### src/rtl/fuzzifier_seq.sv
// rtl/fuzzifier_seq.sv - time-multiplexed N_MF trapezoidal fuzzifier, one MF per cycle
module fuzzifier_seq #(
   parameter int N_MF  = 5,
   parameter int X_W   = 8,
   parameter int MU_W  = 16,
   parameter int IDX_W = $clog2(N_MF)
) (
   input  logic                  clk,
   input  logic                  rst_n,
   input  logic                  in_valid,
   output logic                  in_ready,
   input  logic signed [X_W-1:0] x,
   input  logic                  cfg_we,
   input  logic [IDX_W-1:0]      cfg_idx,
   input  logic [2:0]            cfg_sel,
   input  logic [15:0]           cfg_data,
   output logic                  cfg_err,
   output logic                  out_valid,
   input  logic                  out_ready,
   output logic [N_MF*MU_W-1:0]  mu_vec,
   output logic [IDX_W-1:0]      max_idx
);
   localparam int P_W = X_W + 17;
   localparam logic [MU_W-1:0] MU_MAX = MU_W'(32767);

   typedef enum logic [1:0] {IDLE, CALC, DONE} state_t;
   state_t state;

   logic signed [X_W-1:0] cfg_a [N_MF];
   logic signed [X_W-1:0] cfg_b [N_MF];
   logic signed [X_W-1:0] cfg_c [N_MF];
   logic signed [X_W-1:0] cfg_d [N_MF];
   logic [15:0]           cfg_il [N_MF];
   logic [15:0]           cfg_ir [N_MF];

   logic signed [X_W-1:0] x_l;
   logic [IDX_W-1:0]      idx, best_idx;
   logic [MU_W-1:0]       best_mu, mu_cur;

   // A write arriving with the sample handshake is parked so the sample sees the old config
   logic                  pend_v;
   logic [IDX_W-1:0]      pend_idx;
   logic [2:0]            pend_sel;
   logic [15:0]           pend_data;

   logic                  hs, we_ok, we_bad, wr_en;
   logic [IDX_W-1:0]      wr_idx;
   logic [2:0]            wr_sel;
   logic [15:0]           wr_data;

   assign hs     = in_valid && in_ready;
   assign we_ok  = cfg_we && (state == IDLE) && (int'(cfg_idx) < N_MF);
   assign we_bad = cfg_we && !we_ok;

   always_comb begin
      wr_en   = 1'b0;
      wr_idx  = cfg_idx;
      wr_sel  = cfg_sel;
      wr_data = cfg_data;
      if (pend_v && (state == DONE) && out_ready) begin
         wr_en   = 1'b1;
         wr_idx  = pend_idx;
         wr_sel  = pend_sel;
         wr_data = pend_data;
      end else if (we_ok && !hs) begin
         wr_en = 1'b1;
      end
   end

   logic signed [X_W:0] xw, aw, bw, cw, dw;
   logic [X_W:0]        dl, dr;
   logic [P_W-1:0]      pl, pr;

   assign xw = {x_l[X_W-1], x_l};
   assign aw = {cfg_a[idx][X_W-1], cfg_a[idx]};
   assign bw = {cfg_b[idx][X_W-1], cfg_b[idx]};
   assign cw = {cfg_c[idx][X_W-1], cfg_c[idx]};
   assign dw = {cfg_d[idx][X_W-1], cfg_d[idx]};
   assign dl = xw - aw;
   assign dr = dw - xw;
   assign pl = P_W'(dl) * P_W'(cfg_il[idx]);
   assign pr = P_W'(dr) * P_W'(cfg_ir[idx]);

   function automatic logic [MU_W-1:0] sat(input logic [P_W-1:0] p);
      return (p > P_W'(32767)) ? MU_MAX : MU_W'(p);
   endfunction

   // Region order matters: x>d beats the plateau when c>d is misconfigured
   always_comb begin
      mu_cur = '0;
      if (xw < aw || xw > dw) mu_cur = '0;
      else if (xw < bw)       mu_cur = sat(pl);
      else if (xw <= cw)      mu_cur = MU_MAX;
      else                    mu_cur = sat(pr);
   end

   always_ff @(posedge clk or negedge rst_n) begin
      if (!rst_n) begin
         state     <= IDLE;
         in_ready  <= 1'b1;
         out_valid <= 1'b0;
         cfg_err   <= 1'b0;
         mu_vec    <= '0;
         max_idx   <= '0;
         x_l       <= '0;
         idx       <= '0;
         best_idx  <= '0;
         best_mu   <= '0;
         pend_v    <= 1'b0;
         pend_idx  <= '0;
         pend_sel  <= '0;
         pend_data <= '0;
         for (int i = 0; i < N_MF; i++) begin
            cfg_a[i]  <= '0;
            cfg_b[i]  <= '0;
            cfg_c[i]  <= '0;
            cfg_d[i]  <= '0;
            cfg_il[i] <= '0;
            cfg_ir[i] <= '0;
         end
      end else begin
         cfg_err <= we_bad;
         if (wr_en) begin
            case (wr_sel)
               3'd0:    cfg_a[wr_idx]  <= wr_data[X_W-1:0];
               3'd1:    cfg_b[wr_idx]  <= wr_data[X_W-1:0];
               3'd2:    cfg_c[wr_idx]  <= wr_data[X_W-1:0];
               3'd3:    cfg_d[wr_idx]  <= wr_data[X_W-1:0];
               3'd4:    cfg_il[wr_idx] <= wr_data;
               3'd5:    cfg_ir[wr_idx] <= wr_data;
               default: ;
            endcase
         end
         if (we_ok && hs) begin
            pend_v    <= 1'b1;
            pend_idx  <= cfg_idx;
            pend_sel  <= cfg_sel;
            pend_data <= cfg_data;
         end else if ((state == DONE) && out_ready) begin
            pend_v <= 1'b0;
         end
         case (state)
            IDLE: if (hs) begin
               x_l      <= x;
               idx      <= '0;
               best_mu  <= '0;
               best_idx <= '0;
               in_ready <= 1'b0;
               state    <= CALC;
            end
            CALC: begin
               mu_vec[int'(idx)*MU_W +: MU_W] <= mu_cur;
               if (mu_cur > best_mu) begin
                  best_mu  <= mu_cur;
                  best_idx <= idx;
               end
               if (int'(idx) == N_MF - 1) begin
                  max_idx   <= (mu_cur > best_mu) ? idx : best_idx;
                  out_valid <= 1'b1;
                  state     <= DONE;
               end else begin
                  idx <= idx + 1'b1;
               end
            end
            DONE: if (out_ready) begin
               out_valid <= 1'b0;
               in_ready  <= 1'b1;
               state     <= IDLE;
            end
            default: state <= IDLE;
         endcase
      end
   end
endmodule

### config.mk
export PLATFORM = sky130hd
export DESIGN_NAME = fuzzifier_seq
export DESIGN_NICKNAME = d
export VERILOG_FILES = /design/src/rtl/fuzzifier_seq.sv
export SDC_FILE = /design/constraint.sdc
export NUM_CORES = 2
export LEC_CHECK = 0
export BUFFER_PORTS_ARGS = -buffer_cell sky130_fd_sc_hd__buf_2
export CORE_ASPECT_RATIO = 0.8
export CORE_UTILIZATION = 63
export DETAILED_ROUTE_END_ITERATION = 12
export GPL_TIMING_DRIVEN = 0
export PLACE_DENSITY = 0.79
export SLEW_MARGIN = 30
export SYNTH_ARGS = -nofsm -noshare
export SYNTH_HDL_FRONTEND = slang
export SYNTH_SLANG_ARGS = --single-unit
### constraint.sdc
create_clock -name clk -period 12.3 [get_ports clk]
set_clock_uncertainty 0.05 [all_clocks]
set_input_delay 2.46 -clock clk [delete_from_list [all_inputs] [get_ports clk]]
set_output_delay 2.46 -clock clk [all_outputs]
set_load 0.1 [all_outputs]
==> flow_metrics.tcl <==
set metrics [dict create \
    fin_nets 3876 \
    critical_path_arrival_ns 12.38 \
    async_flop_share_pct 100 \
    area_growth_pct 11.7 \
    synthFlopType "dfrtp_1" \
    status "complete, no violations" \
    syn_area_um2 30500 \
    core_um2 47300 \
    cp-end-kind "flip-flop" \
    dieWidth_um 248 \
    setup-violations-final 0 \
    max_stage_delay_ns 0.62 \
    cts_buffers 46 \
    ys_seq_elements 461 \
    die-area_um2 49300 \
    layout_commonest_cell "dfrtp_1" \
    worst_pin_slew_ns 1.12 \
    drive_gt1_share_pct 11.8 \
    seq_area_frac_synth_pct 37.8 \
    required_ns 12.75 \
    path_common_cell "fa_1" \
    diodes 0 \
    synth.distinct_cells 78 \
    hpwlAfterDp_um 69300 \
    antenna_found_initial 1 \
    initial_utilization_pct 64.4 \
    place_congestion 0.997 \
    grt_overflow 0 \
    cts_max_path_buffers 3 \
    finalHoldViolations 0 \
    fmax_ghz 0.0839 \
    wl_per_cell_um 22.1 \
    port_buffers 120 \
    path_class "flip-flop to flip-flop" \
    syn-instance-count 3315 \
    routed_via_density 6.25 \
    die_height_um 199 \
    wirelength_um 91700 \
    track_usage_pct 38.3 \
    grt_pass1_wl_um 143000 \
    grt_max_degree 88 \
    cpMaxStageDelayCell "or4_4" \
    drv_cap 0 \
    reg2reg_slack_ns 0.38 \
    rows 71 \
    worst_setup_path_start_kind "flip-flop" \
    min_path_type "flip-flop to flip-flop" \
    routed-via-count 26000 \
    clkSinkCount 461 \
    drt_iter0_drc 3071 \
    yosysWarningCount 0 \
    ant_nets 0 \
    fin_crit_sh_pct 96.9 \
    remaining_drc_errors 0 \
    design.portCount 121 \
    relSlewSlack_pct 25.2 \
    synth-edff-count 0 \
    dr.pass1.iters 6 \
    clk_pin_slew_worst_paths_ns 0.07 \
    cts_tree "built" \
    syn_area_per_cell_um2 9.20 \
    ctsRootBufferMaster "clkbuf_16" \
    post-route-min-period_ns 11.92 \
    layout_common_cells "459 x dfrtp_1, 457 x nor2_1, 338 x nand2_1" \
    synthesis.nets 3692 \
    slew_viol_final 0 \
    worstPathMaxFanout 19 \
    grt_pass1_vias 25600 \
    h-tree-depth 2 \
    clock_latency_ns 0.62 \
    final_util_pct 72.0 \
]
state kept, by name, indices dropped and copies added, names as in the netlist:
name and cells:
best_idx 3, x_l 8, cfg_c 40, in_ready 1
cfg_d 40, cfg_il 80, idx 3, max_idx 3
cfg_err 1, cfg_b 40, cfg_ir 80, pend_v 1
best_mu 16, pend_data 16, mu_vec 80, state 2
pend_idx 3, cfg_a 40, out_valid 1, pend_sel 3
layer usage:
metal  wire length [µm]  vias up  track usage, %
met5                  7        -           0.203
met4               2460        2            10.7
met3              12100      205            10.9
met2              39100     1603            56.2
met1              38100    12800            55.4
li1                   -    11400               -
Yosys cell counts (8+ instances only):
master | instances | share of area (%)
nand2b_1 | 59 | 1.2
o22ai_1 | 21 | 0.43
inv_1 | 309 | 3.8
mux2i_1 | 146 | 4.8
nand2_1 | 339 | 4.2
nor2b_1 | 21 | 0.43
xor2_1 | 16 | 0.46
or2_2 | 65 | 1.3
dfrtp_1 | 460 | 38
buf_2 | 8 | 0.13
a21o_1 | 16 | 0.39
a21oi_1 | 306 | 5.0
mux2_2 | 21 | 0.78
buf_1 | 17 | 0.21
a211oi_1 | 8 | 0.20
or4_1 | 13 | 0.32
o21ai_0 | 210 | 3.4
o211ai_1 | 8 | 0.20
clkbuf_1 | 144 | 1.8
o21a_1 | 9 | 0.22
nor3_1 | 33 | 0.54
and2_1 | 15 | 0.31
nor4_2 | 10 | 0.41
xnor2_1 | 34 | 0.98
o32ai_1 | 12 | 0.34
nand3_1 | 17 | 0.28
and3_1 | 10 | 0.21
ha_1 | 142 | 5.8
o31ai_1 | 64 | 1.6
fa_1 | 200 | 13
a32o_1 | 18 | 0.59
nor2_1 | 458 | 5.6
worst paths after layout:
check                           cells past startpoint          end        from
worst min register to register                      2   mu_vec[71]  mu_vec[71]
worst min-delay path                                2   mu_vec[71]  mu_vec[71]
worst max register to register                     44  best_mu[14]      idx[2]
max in group asynchronous                           3   cfg_ir[13]       rst_n
min in group asynchronous                           1    cfg_b[29]       rst_n
worst max-delay path                               44  best_mu[14]      idx[2]
final cells by class:
type                       count  area (µm²)
clock buffer                  67        1310
inverter                     310        1170
buffer                       168         717
clock inverter                19         305
tap                          620         776
timing repair buffer         139         861
sequential                   461       11500
multi-input combinational   2373       17400
fill                        3521       13300
per-stage QoR:
| step | std cells | hold WS, ns | area [µm²] | TNS [ns] | setup slack, ns |
|---|---|---|---|---|---|
| global route | 4157 | 0.455 | 34100 | -0.494 | -0.0759 |
| floorplan | 3315 | 0.399 | 30500 | 0 | 1.03 |
| finish | 4157 | 0.425 | 34100 | 0 | 0.377 |
| detailed placement | 4062 | 0.414 | 32100 | -48.47 | -2.46 |
| global placement | 4055 | 0.407 | 31900 | -48.57 | -2.43 |
| CTS | 4148 | 0.428 | 33800 | 0 | 0.0104 |
logic make-up after synthesis:
group           Yosys count  synth area share, %
compound gates          724                 13.9
xor+xnor                 50                 1.44
fa+ha+maj               342                 18.9
buf+inv                 481                 5.99
flops                   461                 37.8
mux                     168                 5.64
other cells               1               0.0123
simple gates           1088                 16.2
worst max-delay path, delay by kind of cell, from the launching register on:
kind	cells	cell delay, ns
fa+ha+maj	7	3.17
compound gates	12	3.01
simple gates	13	2.72
buf+inv	9	1.92
flops	1	0.39
mux	2	0.32
xor+xnor	1	0.21
repair_timing:
action,CTS,global route
endpoints found under the setup margin,22,22
hold buffers,0,0
setup buffers,2,10
gates resized for setup,45,56
pin swaps,1,6
Power is not shown: default switching activity piles up to over one toggle a cycle in this logic, so the estimate is an artifact.
